<file path="config.mk">
export PLATFORM = sky130hd
export DESIGN_NAME = move_request_arbiter
export DESIGN_NICKNAME = d
export VERILOG_FILES = /design/src/rtl/move_request_arbiter.sv
export SDC_FILE = /design/constraint.sdc
export NUM_CORES = 1
export LEC_CHECK = 0
export CAP_MARGIN = 20
export CELL_PAD_IN_SITES_DETAIL_PLACEMENT = 1
export CELL_PAD_IN_SITES_GLOBAL_PLACEMENT = 1
export CORE_ASPECT_RATIO = 0.9
export CORE_MARGIN = 2
export CORE_UTILIZATION = 45
export DETAILED_ROUTE_END_ITERATION = 8
export GPL_ROUTABILITY_DRIVEN = 1
export PLACE_DENSITY_LB_ADDON = 0.1
export SLEW_MARGIN = 20
export SYNTH_ARGS = -nofsm -noshare
export SYNTH_HDL_FRONTEND = slang
export SYNTH_SLANG_ARGS = --single-unit
</file>
<file path="constraint.sdc">
create_clock -name clk -period 4.1 [get_ports clk]
set_clock_uncertainty 0.05 [all_clocks]
set_input_delay 0.82 -clock clk [delete_from_list [all_inputs] [get_ports clk]]
set_output_delay 0.82 -clock clk [all_outputs]
set_load 0.02 [all_outputs]
</file>
<file path="src/rtl/move_request_arbiter.sv">
// move_request_arbiter: front-end for game2048. Debounces the push buttons,
// accepts external valid/ready requests, arbitrates round-robin between the
// two single-entry request slots and drives one direction pulse per move,
// then follows the core's ready handshake until the move has completed.
module move_request_arbiter #(
  parameter int unsigned DEBOUNCE_CYCLES = 250000,
  parameter int unsigned ACCEPT_TIMEOUT  = 1024
) (
  input  logic        clk,
  input  logic        rst,
  input  logic [3:0]  btn_dir,
  input  logic        ext_valid,
  input  logic [3:0]  ext_dir,
  output logic        ext_ready,
  input  logic [1:0]  game_state,
  input  logic        core_ready,
  output logic [3:0]  dir_out,
  output logic        grant_src,
  output logic [15:0] move_count,
  output logic        err_timeout,
  output logic        invalid_cmd
);

  localparam int unsigned DB_W = $clog2(DEBOUNCE_CYCLES + 1);
  localparam int unsigned TO_W = $clog2(ACCEPT_TIMEOUT + 1);
  localparam logic [DB_W-1:0] DB_LAST = DB_W'(DEBOUNCE_CYCLES - 1);
  localparam logic [TO_W-1:0] TO_LAST = TO_W'(ACCEPT_TIMEOUT - 1);

  typedef enum logic [1:0] {
    S_IDLE,
    S_ISSUE,
    S_WAIT_ACCEPT,
    S_WAIT_DONE
  } state_e;

  function automatic logic is_onehot(input logic [3:0] v);
    return (v != 4'd0) && ((v & (v - 4'd1)) == 4'd0);
  endfunction

  // Button synchroniser and debouncer state
  logic [3:0]      sync1_q, sync1_d;
  logic [3:0]      sync2_q, sync2_d;
  logic [3:0]      last_q, last_d;
  logic [3:0]      deb_q, deb_d;
  logic [DB_W-1:0] db_cnt_q, db_cnt_d;
  logic            press;

  // Request slots, arbitration and handshake state
  state_e          state_q, state_d;
  logic            btn_full_q, btn_full_d;
  logic [3:0]      btn_slot_q, btn_slot_d;
  logic            ext_full_q, ext_full_d;
  logic [3:0]      ext_slot_q, ext_slot_d;
  logic [3:0]      lat_q, lat_d;
  logic            src_q, src_d;
  logic            rr_q, rr_d;
  logic [TO_W-1:0] timer_q, timer_d;
  logic [15:0]     count_q, count_d;
  logic            err_q, err_d;
  logic            inv_q, inv_d;
  logic            ext_ready_q, ext_ready_d;

  logic game_over;
  logic xfer;
  logic pick_ext;
  logic grant_btn;

  assign game_over = game_state[1];
  assign xfer      = ext_valid && ext_ready_q && !game_over;

  // Synchronise buttons; restart the shared counter on any change and accept
  // the vector once it has been stable long enough. A press is a stable
  // vector that adds a bit and is exactly one-hot.
  always_comb begin
    sync1_d  = btn_dir;
    sync2_d  = sync1_q;
    last_d   = sync2_q;
    db_cnt_d = db_cnt_q;
    deb_d    = deb_q;
    press    = 1'b0;
    if (sync2_q != last_q) begin
      db_cnt_d = '0;
    end else if (db_cnt_q == DB_LAST) begin
      deb_d = last_q;
      press = (last_q != deb_q) && is_onehot(last_q) &&
              ((last_q & ~deb_q) != 4'd0);
    end else begin
      db_cnt_d = db_cnt_q + DB_W'(1);
    end
  end

  // Next-state for the move FSM, request slots, counters and pulses
  always_comb begin
    state_d    = state_q;
    btn_full_d = btn_full_q;
    btn_slot_d = btn_slot_q;
    ext_full_d = ext_full_q;
    ext_slot_d = ext_slot_q;
    lat_d      = lat_q;
    src_d      = src_q;
    rr_d       = rr_q;
    timer_d    = timer_q;
    count_d    = count_q;
    err_d      = 1'b0;
    inv_d      = 1'b0;
    grant_btn  = 1'b0;
    pick_ext   = ext_full_q && (!btn_full_q || rr_q);

    if (game_over) begin
      state_d    = S_IDLE;
      btn_full_d = 1'b0;
      ext_full_d = 1'b0;
    end else begin
      unique case (state_q)
        S_IDLE: begin
          if (core_ready && (btn_full_q || ext_full_q)) begin
            src_d = pick_ext;
            rr_d  = !pick_ext;
            if (pick_ext) begin
              lat_d      = ext_slot_q;
              ext_full_d = 1'b0;
            end else begin
              lat_d      = btn_slot_q;
              btn_full_d = 1'b0;
              grant_btn  = 1'b1;
            end
            state_d = S_ISSUE;
          end
        end
        S_ISSUE: begin
          timer_d = '0;
          state_d = S_WAIT_ACCEPT;
        end
        S_WAIT_ACCEPT: begin
          if (!core_ready) begin
            state_d = S_WAIT_DONE;
          end else if (timer_q == TO_LAST) begin
            err_d   = 1'b1;
            state_d = S_IDLE;
          end else begin
            timer_d = timer_q + TO_W'(1);
          end
        end
        S_WAIT_DONE: begin
          if (core_ready) begin
            count_d = count_q + 16'd1;
            state_d = S_IDLE;
          end
        end
        default: state_d = S_IDLE;
      endcase

      // A slot granted this cycle may refill at the same edge: the grant
      // already took the old content, so the new request simply waits.
      if (press && (!btn_full_q || grant_btn)) begin
        btn_full_d = 1'b1;
        btn_slot_d = last_q;
      end
      if (xfer) begin
        if (is_onehot(ext_dir)) begin
          ext_full_d = 1'b1;
          ext_slot_d = ext_dir;
        end else begin
          inv_d = 1'b1;
        end
      end
    end

    ext_ready_d = !ext_full_d && !game_over;
  end

  // State registers, cleared asynchronously
  always_ff @(posedge clk or negedge rst) begin
    if (!rst) begin
      sync1_q     <= '0;
      sync2_q     <= '0;
      last_q      <= '0;
      deb_q       <= '0;
      db_cnt_q    <= '0;
      state_q     <= S_IDLE;
      btn_full_q  <= 1'b0;
      btn_slot_q  <= '0;
      ext_full_q  <= 1'b0;
      ext_slot_q  <= '0;
      lat_q       <= '0;
      src_q       <= 1'b0;
      rr_q        <= 1'b0;
      timer_q     <= '0;
      count_q     <= '0;
      err_q       <= 1'b0;
      inv_q       <= 1'b0;
      ext_ready_q <= 1'b0;
    end else begin
      sync1_q     <= sync1_d;
      sync2_q     <= sync2_d;
      last_q      <= last_d;
      deb_q       <= deb_d;
      db_cnt_q    <= db_cnt_d;
      state_q     <= state_d;
      btn_full_q  <= btn_full_d;
      btn_slot_q  <= btn_slot_d;
      ext_full_q  <= ext_full_d;
      ext_slot_q  <= ext_slot_d;
      lat_q       <= lat_d;
      src_q       <= src_d;
      rr_q        <= rr_d;
      timer_q     <= timer_d;
      count_q     <= count_d;
      err_q       <= err_d;
      inv_q       <= inv_d;
      ext_ready_q <= ext_ready_d;
    end
  end

  // Direction is only driven during the single issue cycle and never in lockout
  assign dir_out     = (state_q == S_ISSUE && !game_over) ? lat_q : '0;
  assign grant_src   = src_q;
  assign move_count  = count_q;
  assign err_timeout = err_q;
  assign invalid_cmd = inv_q;
  assign ext_ready   = ext_ready_q;

endmodule

</file>
# --- After elaboration in Yosys (flattened, before gate mapping) ---
# Cells that the tools add are included.
word_totals:
  wordCells: 115
  input_bits: 14
  memories: 0
  latch_bits: 0
  mem_bits_rw: 0
  mem_bits_ro: 0
  reg_bits: 82
classes:
  magnitude_cmp: 0
  muxes: 37
  n_div: 0
  addsub: 5
  bitwise: 6
  eq_ne: 14
  shifts: 0
  reduce_logical: 35
  n_mul: 0
op_table:
  columns: ["op", "count"]
  rows:
  - ["$mux W18", 2]
  - ["$mux W1", 24]
  - ["$mux W11", 2]
  - ["$pmux W11 S2", 1]
  - ["$add A18 B1 Y18 const B", 1]
  - ["$eq A18 B18 Y1 const B", 1]
  - ["$add A16 B1 Y16 const B", 1]
  - ["$reduce_and A3 Y1", 5]
  - ["$and A4 B4 Y4", 3]
  - ["$reduce_bool A4 Y1", 3]
  - ["$add A11 B1 Y11 const B", 1]
  - ["$eq A11 B10 Y1 const B", 1]
  - ["$logic_and A1 B1 Y1", 11]
  - ["$mux W2", 5]
  - ["$logic_not A4 Y1", 2]
  - ["$mux W4", 2]
  - ["$ne A4 B4 Y1", 2]
  - ["$pmux W2 S4", 1]
  - ["$sub A4 B1 Y4 const B", 2]
  - ["$ne A2 B2 Y1 const B", 3]
  - ["$ne A3 B3 Y1 const B", 2]
  - ["$reduce_bool A3 Y1", 2]
  - ["$eq A2 B2 Y1 const B", 2]
  - ["$logic_not A1 Y1", 4]
  - ["other kinds (10)", 14]

# --- Longest topological paths before layout ---
depth:
  depth_word: 11
  mapped_depth: 7
  depth_no_buf: 7

# --- Worst setup path after synthesis ---
# OpenSTA, ideal clock, no wires.
synth_timing:
  kind: "input port to output port"
  from: "input game_state[1]"
  to: "output dir_out[1]"
  slack_ps: 1565
  path_buffers: 2
  cell_stages: 4
  required_ps: 3230
  t_arrival_ps: 1665
  path_cell_list: "clkbuf_1 > nor2_1 > clkbuf_1 > and2_1"
synth_via:
  elab_chain_len: 3
synth_lines:
  columns: ["element", "line_no", "rtl"]
  rows:
  - ["start: declaration", "15", "input logic [1:0] game_state,"]
  - ["$logic_not A1 Y1", "216", "assign dir_out = (state_q == S_ISSUE && !game_over) ? lat_q : '0;"]
  - ["$logic_and A1 B1 Y1", "216", null]
  - ["$mux W4", "216", null]
  - ["end: declaration", "17", "output logic [3:0] dir_out,"]
# No other way between the ends.

# --- Worst setup path in the final report ---
layout_timing:
  from: "input game_state[1]"
  to: "output dir_out[3]"
# The elaborated chain is that of the path after synthesis.

==> impl_metrics.tcl <==
set metrics [dict create \
    mostFrequentLayoutCell "dfrtp_1" \
    grt-ovfl-total 0 \
    numCtsBuffers 9 \
    tightest_slew_ns 0.966 \
    die_area_mm2 0.00905 \
    clockBufferDepth 2 \
    antenna_found_initial 0 \
    cap_violations 0 \
    setup_viol 0 \
    drive_gt1_share_pct 8.46 \
    holdCritPathClass "reg2reg" \
    start_kind "input port" \
    critical_path_required_ns 3.23 \
    cts_tree "done" \
    grt_pass1_vias 2807 \
    netlist_area_mm2 0.00374 \
    portBuffers 36 \
    grt_use_met3_pct 5.26 \
    ys_ff_latch 82 \
    cp_data_arrival_time_ns 2.24 \
    grt_max_degree 83 \
    synth-edff-count 0 \
    die_h_um 90.5 \
    ys.flop_type "dfrtp_1" \
    nets 407 \
    pin_count 38 \
    place_inst 474 \
    drv_slew 0 \
    postSynthCellCount 343 \
    critPathCaptureType "output port" \
    rows 31 \
    cts_hold_buf 0 \
    finalSetupTns_ns 0 \
    cts-root-buf "clkbuf_8" \
    cts_max_level 3 \
    p_leak_uw 0.00191 \
    finalCritPeriodShare_pct 75.7 \
    post-cts-setup-buffer-count 0 \
    layout_common_cells "dfrtp_1, nor2_1, clkdlybuf4s50_1" \
    hpwl_um 5130 \
    crit_fanout 5 \
    nFillCells 889 \
    period_needed_ns 3.11 \
    clk_latency_ns 0.34 \
    core_mm2 0.00807 \
    vdd_ir_drop_max_mv 0.208 \
    drc 0 \
    worst_slew_margin_rel_pct 35.1 \
    area_growth_pct 18.3 \
    avgSynthCellArea_um2 10.9 \
    met2_usage_pct 29.9 \
    synth_cell_type_count 45 \
    hp-start "sync1_q[2]$_DFF_PN0_" \
    clk_pin_slew_ns 0.08 \
    r2r-start "db_cnt_q[13]$_DFFE_PN0N_" \
    n_antenna_cell 0 \
    firstDrtPassIters 3 \
    dr.first_iter.drc_count 71 \
    yosysSeqAreaShare_pct 54.9 \
    top_usage_layer "met2" \
    final_cells 489 \
    drt_wl_total_um 7420 \
    holdWs_ns 0.302 \
    grt_pass1_wl_um 13400 \
    met1_usage_pct 24.6 \
    rsz0062_at_grt "no" \
    cellPowerDensity_mw_per_mm2 360 \
    avgViaCountPerCell 5.40 \
    die_w_um 100 \
    startpoint "game_state[1]" \
    path_class "in2out" \
    timing.final.hold_violations 0 \
    yosysWarnings 0 \
    gp_congestion 0.767 \
    cts-resized-gates 0 \
    detail_route.wl_per_cell_um 15.2 \
    outcome "complete, no violations" \
    grt_use_total_pct 18.4 \
    antenna_left 0 \
    route.vias.total 2639 \
    cts_sinks 82 \
    initial_core_util_pct 46.3 \
    synthArstFlopShare_pct 100 \
    syn_nets 364 \
    max_freq_mhz 322 \
]
==> stage by stage <==
stage	worst slack (ns)	utilization, %	total power [uW]	cell area, um2
2_1_floorplan	1.57	-	952	3740
3_3_place_gp	1.01	52.3	1000	4220
3_5_place_dp	0.959	52.3	1010	4220
4_1_cts	0.953	54.8	1620	4420
5_1_grt	0.899	54.8	1670	4420
6_report	0.995	54.8	1590	4420
==> per-layer routing <==
| layer | share of wire, % | up-vias |
|---|---|---|
| met5 | 0 | - |
| met3 | 3.2 | 2 |
| met1 | 48 | 1328 |
| li1 | - | 1276 |
| met4 | 0.34 | 0 |
| met2 | 49 | 33 |
==> Yosys cell counts, drive strengths merged (2+ instances only) <==
| cell type | number | area (um2) |
|---|---|---|
| a2111oi | 2 | 17.5 |
| nand2b | 4 | 25.0 |
| a21oi | 10 | 50.1 |
| nor2 | 44 | 165 |
| a211oi | 5 | 37.5 |
| mux2 | 10 | 128 |
| nor2b | 2 | 12.5 |
| clkbuf | 7 | 26.3 |
| or4 | 3 | 26.3 |
| and4 | 4 | 35.0 |
| and3 | 4 | 25.0 |
| nand3 | 17 | 97.6 |
| xor2 | 13 | 114 |
| o21ai | 13 | 65.1 |
| mux2i | 5 | 50.1 |
| nand3b | 2 | 15.0 |
| dfrtp | 82 | 2050 |
| ha | 7 | 87.6 |
| nand4 | 10 | 68.8 |
| or3 | 3 | 20.0 |
| nor3b | 2 | 15.0 |
| nor3 | 9 | 56.3 |
| nand2 | 27 | 101 |
| xnor2 | 31 | 272 |
| inv | 10 | 37.5 |
| and2 | 4 | 25.0 |
==> report_power, final <==
| part | internal, uW | leakage (uW) | switching, uW |
|---|---|---|---|
| combinational | 52.8 | 0.000721 | 54.7 |
| clock | 328 | 0.000106 | 274 |
| sequential | 851 | 0.00108 | 32.8 |
| total | 1230 | 0.00191 | 361 |
==> layout make-up <==
cell class,count,area [um2],area share (%)
clock buffer,13,169,3.82
clock inverter,2,35.0,0.792
timing repair buffer,39,384,8.68
inverter,10,37.5,0.848
tap,99,124,2.80
multi-input combinational,244,1620,36.7
sequential,82,2050,46.4
==> worst paths after layout <==
check / endpoint / slack [ns] / depth (start not counted)
worst max-delay path: dir_out[3] / 0.99 / 4
worst min-delay path: last_d[2]$_DFF_PN0_ / 0.30 / 0
worst max register to register: btn_slot_q[3]$_DFFE_PN0P_ / 1.61 / 5
worst min register to register: last_d[2]$_DFF_PN0_ / 0.30 / 0
max in group asynchronous: deb_q[1]$_DFFE_PN0P_ / 3.02 / 1
min in group asynchronous: invalid_cmd$_DFF_PN0_ / 0.43 / 1
==> registers in the layout, summed over array words and instances, names as in the netlist <==
signal,flops
grant_src,1
ext_slot_q,4
timer_q,11
invalid_cmd,1
btn_full_q,1
err_timeout,1
ext_full_q,1
rr_q,1
btn_slot_q,4
move_count,16
state_q,2
lat_q,4
last_d,4
db_cnt_q,18
last_q,4
deb_q,4
sync1_q,4
ext_ready,1
==> worst max-delay path, stage by stage <==
cell and delay [ns]:
clkdlybuf4s50_1 0.42, nor2_1 0.23, and2_1 0.17, clkdlybuf4s50_1 0.59
==> cells by family after synthesis <==
logic type / after synthesis / share of synthesized area (%)
AND/OR/NAND/NOR: 139 / 19.4
flip-flops: 82 / 54.9
XOR/XNOR: 44 / 10.3
AO/OA/AOI/OAI: 39 / 6.59
buffers and inverters: 17 / 1.71
multiplexers: 15 / 4.75
adder cells (fa/ha/maj): 7 / 2.34
No activity file was read; power rests on OpenSTA's default activity.
